[config.mk]
export PLATFORM = sky130hd
export DESIGN_NAME = serial_add_unit
export DESIGN_NICKNAME = d
export VERILOG_FILES = /design/src/rtl/serial_add_unit.sv
export SDC_FILE = /design/constraint.sdc
export NUM_CORES = 1
export LEC_CHECK = 0
export BUFFER_PORTS_ARGS = -buffer_cell sky130_fd_sc_hd__buf_2
export CAP_MARGIN = 10
export CELL_PAD_IN_SITES_DETAIL_PLACEMENT = 1
export CELL_PAD_IN_SITES_GLOBAL_PLACEMENT = 2
export CORE_MARGIN = 1
export CORE_UTILIZATION = 30
export DETAILED_ROUTE_END_ITERATION = 16
export MAX_ROUTING_LAYER = met4
export PLACE_DENSITY_LB_ADDON = 0.1
export SLEW_MARGIN = 30
export SYNTH_ARGS = -nofsm -noshare
export SYNTH_HDL_FRONTEND = slang
export SYNTH_SLANG_ARGS = --single-unit
[constraint.sdc]
create_clock -name clk -period 2 [get_ports clk]
set_input_delay 0.2 -clock clk [delete_from_list [all_inputs] [get_ports clk]]
set_output_delay 0.2 -clock clk [all_outputs]
set_load 0.005 [all_outputs]
[src/rtl/serial_add_unit.sv]
// serial_add_unit: bit-serial adder. It adds two WIDTH-bit operands LSB-first,
// one bit per clock, using a full adder made of two half-adder slices and a
// single carry flop.
//
// Ports:
//   clk        rising-edge clock
//   rst        asynchronous reset, active-high
//   in_valid   upstream operand pair is valid
//   in_ready   unit can accept an operand pair (IDLE only)
//   a, b       operands, sampled on the accept edge
//   out_valid  sum/carry hold a fresh result (DONE only)
//   out_ready  downstream takes the result
//   sum        registered WIDTH-bit result, holds the last delivered value
//   carry      registered carry-out of the MSB
//   busy       serial addition in progress (RUN only)
module serial_add_unit #(
    parameter int unsigned WIDTH = 8
) (
    input  logic             clk,
    input  logic             rst,
    input  logic             in_valid,
    output logic             in_ready,
    input  logic [WIDTH-1:0] a,
    input  logic [WIDTH-1:0] b,
    output logic             out_valid,
    input  logic             out_ready,
    output logic [WIDTH-1:0] sum,
    output logic             carry,
    output logic             busy
);

    localparam int unsigned CNT_W = $clog2(WIDTH);

    typedef enum logic [1:0] {
        IDLE = 2'd0,
        RUN  = 2'd1,
        DONE = 2'd2
    } state_t;

    state_t state;
    state_t state_nxt;

    logic [WIDTH-1:0] a_sh;
    logic [WIDTH-1:0] b_sh;
    logic [WIDTH-1:0] sum_sh;
    logic             c;
    logic [CNT_W-1:0] cnt;

    logic accept;
    logic deliver;
    logic last_bit;

    logic ha0_s;
    logic ha0_c;
    logic ha1_s;
    logic ha1_c;
    logic carry_nxt;

    logic in_ready_nxt;
    logic busy_nxt;
    logic out_valid_nxt;

    assign accept   = (state == IDLE) && in_valid;
    assign deliver  = (state == DONE) && out_ready;
    assign last_bit = (cnt == CNT_W'(WIDTH - 1));

    // Full adder for the current bit: two chained half adders plus carry OR.
    assign ha0_s     = a_sh[0] ^ b_sh[0];
    assign ha0_c     = a_sh[0] & b_sh[0];
    assign ha1_s     = ha0_s ^ c;
    assign ha1_c     = ha0_s & c;
    assign carry_nxt = ha0_c | ha1_c;

    // State register; handshake/status flags are registered alongside it.
    always_ff @(posedge clk or posedge rst) begin
        if (rst) begin
            state     <= IDLE;
            in_ready  <= 1'b1;
            busy      <= 1'b0;
            out_valid <= 1'b0;
        end else begin
            state     <= state_nxt;
            in_ready  <= in_ready_nxt;
            busy      <= busy_nxt;
            out_valid <= out_valid_nxt;
        end
    end

    // Next-state logic.
    always_comb begin
        state_nxt = state;
        unique case (state)
            IDLE:    if (accept)   state_nxt = RUN;
            RUN:     if (last_bit) state_nxt = DONE;
            DONE:    if (deliver)  state_nxt = IDLE;
            default:               state_nxt = IDLE;
        endcase
    end

    // Flag decode from the upcoming state so the flags line up with it.
    always_comb begin
        in_ready_nxt  = 1'b0;
        busy_nxt      = 1'b0;
        out_valid_nxt = 1'b0;
        unique case (state_nxt)
            IDLE:    in_ready_nxt  = 1'b1;
            RUN:     busy_nxt      = 1'b1;
            DONE:    out_valid_nxt = 1'b1;
            default: in_ready_nxt  = 1'b1;
        endcase
    end

    // Serial datapath. The result registers are loaded only on the final RUN
    // edge, so they keep the last delivered result outside DONE.
    always_ff @(posedge clk or posedge rst) begin
        if (rst) begin
            a_sh   <= '0;
            b_sh   <= '0;
            sum_sh <= '0;
            c      <= 1'b0;
            cnt    <= '0;
            sum    <= '0;
            carry  <= 1'b0;
        end else begin
            unique case (state)
                IDLE: begin
                    if (accept) begin
                        a_sh <= a;
                        b_sh <= b;
                        c    <= 1'b0;
                        cnt  <= '0;
                    end
                end
                RUN: begin
                    sum_sh <= {ha1_s, sum_sh[WIDTH-1:1]};
                    a_sh   <= a_sh >> 1;
                    b_sh   <= b_sh >> 1;
                    c      <= carry_nxt;
                    cnt    <= cnt + CNT_W'(1);
                    if (last_bit) begin
                        sum   <= {ha1_s, sum_sh[WIDTH-1:1]};
                        carry <= carry_nxt;
                    end
                end
                default: begin
                end
            endcase
        end
    end

endmodule

==> reports/metrics.cfg <==
[outcome]
status = finished, final reports clean

[synth]
synth_top_area_share_pct = 52.36
async_reset_ff_share_pct = 100.0
syn_avg_cell_area_um2 = 11.73
yosys-top-cells-area = dfrtp_1, nand2_1, buf_6, mux2_1, ha_1
yosysTopAreaCell = dfrtp_1
synth_edf_count = 0
yosysSeqAreaShare_pct = 53.73
syn_nets = 188
synth_flop_cell = dfrtp_1
synth_cell_types = 35
ys_warn_count = 0
syn_area_mm2 = 0.001912
synthCells = 163
ys_ff_latch = 41

[routing]
vias = 1299
wl_mm = 4.121
first_pass_iters = 4
antenna_left = 0
routed_via_density = 4.811
drc_errors = 0
drt_iter0_drc = 31
wire_per_inst_um = 15.26

[min_path]
hold_path.class = in -> async

[cts]
htreeDepth = 2
cts_setup_buffers = 0
insertion_delay_ns = 0.29
path_clk_slew_ns = 0.08
cts.sinks = 41
cts_buffer_depth = 2
holdBufCountCts = 0
cts_buffers = 5
cts_root_buf = clkbuf_8
ctsResizeCount = 0
cts_tree = built

[floorplanning]
die_area_mm2 = 0.006696
pin_count = 32
core.rowCount = 28
die_h_um = 81.83
fp.coreArea_mm2 = 0.006026
fp.dieW_um = 81.83
initial_utilization_pct = 31.73

[sta]
layout_min_cycle_time_ns = 1.606
timing.fmax_mhz = 622.7
drv_slew = 0
setup_viol = 0
slew_headroom_pct = 64.74
fin_tns_setup_ns = 0
finalCritPeriodShare_pct = 80.29
hold_viol = 0
rsz0062_at_grt = no
fin_skew_ns = 0.005629
tightest_slew_ns = 0.5289

[power_and_ir_drop]
ir_worst_vdd_mv = 0.4497
power.leakage_nw = 1.068
powerDensity_mw_per_mm2 = 1440

[place]
dp_hpwl_mm = 2.853
gp_congestion = 0.6995
port_buffers = 31
dp_cells = 263

[grt]
grt_max_degree = 42
antenna_found_initial = 0
grt_pass1_wl_mm = 6.886
grt.total_usage_pct = 14.54
grt_pass1_vias = 1374
grt_overflow = 0

[final_layout]
final_net_count = 220
diodes = 0
drive_above_1_share_pct = 27.69
fin_cells = 270
area_growth_pct = 14.79
fillers = 694

[setup_path]
crit_required_ns = 2.22
critPathKind = reg -> reg
critPathMaxFanout = 12
cp-end-kind = flip-flop
rrSetupSlack_ns = 0.39
cp-start-kind = flip-flop
arrival_ns = 1.83

[run]
cap_violations = 0

-- report_power, final --
| group | internal (mW) | switching (mW) | total, mW | leakage [nW] |
|---|---|---|---|---|
| registers | 1.21 | 0.226 | 1.44 | 0.508 |
| logic | 0.554 | 0.626 | 1.18 | 0.517 |
| clock network | 0.274 | 0.269 | 0.543 | 0.0443 |
| total | 2.04 | 1.12 | 3.16 | 1.07 |
-- cells by family (layout without fill, tap and decap cells) --
| logic type | Yosys count | after routing | share of synthesized area [%] |
|---|---|---|---|
| multiplexers | 7 | 7 | 4.123 |
| AND/OR/NAND/NOR | 55 | 55 | 18.32 |
| AO/OA/AOI/OAI | 35 | 35 | 13.87 |
| adder cells (fa/ha/maj) | 5 | 5 | 3.665 |
| flip-flops | 41 | 41 | 53.73 |
| buffers and inverters | 20 | 52 | 6.282 |
-- routing by layer --
metal	track usage [%]	wire length, um
met5	-	0
met4	5.789	29
met3	3.333	134
met2	22.64	1961
met1	18.21	1994
-- cell type report --
cell class | count | area, um^2 | share of cell area (%)
Clock buffer | 7 | 86.33 | 3.934
Multi-Input combinational cell | 102 | 764.5 | 34.83
Inverter | 10 | 37.54 | 1.710
Sequential cell | 41 | 1027 | 46.81
Timing Repair Buffer | 35 | 185.2 | 8.438
Tap cell | 75 | 93.84 | 4.276
-- cells in the mapped netlist, drive strengths merged (2+ instances only) --
cell type / instances
dfrtp: 40
nand2: 27
inv: 10
nor3b: 10
buf: 9
nand2b: 8
o21ai: 8
mux2: 7
a211oi: 5
a21oi: 5
nor4b: 5
a221o: 4
a22o: 4
ha: 4
o22a: 4
nor2: 2
-- registers in the layout, indices dropped and copies added, names as in the netlist --
signal and flops:
a_sh 8, c 1, state 2, cnt 3, busy 1, sum_sh 7, in_ready 1, sum 8
out_valid 1, carry 1, b_sh 8
-- placed cells by master, fill, tap and decap left out, drive strengths merged --
cell and n:
dfrtp 40, buf 35, nand2 27, inv 10, nor3b 10, nand2b 8, o21ai 8, clkbuf 7
mux2 7, a21oi 5, nor4b 5, a211oi 5, o22a 4, a22o 4, a221o 4, ha 4
nor2 2, o21bai 1, nor2b 1, o22ai 1, nand3b 1, o21a 1, a21o 1, a22oi 1
nor4bb 1, fa 1, dfstp 1
-- critical path, cell delays in order, from the launching register on --
cell,delay (ns)
dfrtp_1,0.40
ha_1,0.21
ha_1,0.22
nand3b_4,0.19
o21a_1,0.19
inv_1,0.07
ha_1,0.27
-- stage by stage --
stage                     power (mW)  setup slack (ns)  hold slack, ns  cell area (um^2)  util, %
final                          3.160            0.3941         0.02040              2195    36.42
after global placement         2.595            0.4691          0.3538              2108    34.99
after CTS                      3.239            0.3734         0.04242              2195    36.42
after floorplan                2.317            0.4987          0.3325              1912        -
after detailed placement       2.671            0.4003          0.3641              2108    34.99
after global routing           3.433            0.2683         0.07128              2195    36.42
-- final timing paths --
kind | cells past startpoint | end | startpoint
max | 6 | in_ready | cnt[0]
min | 3 | sum_sh[1] | rst
max reg2reg | 6 | in_ready | cnt[0]
min reg2reg | 2 | sum_sh[1] | sum_sh[1]
max in group asynchronous | 3 | sum[3] | rst
min in group clk | 2 | b_sh[7] | b[7]
Power figures use the tool's default switching activity.
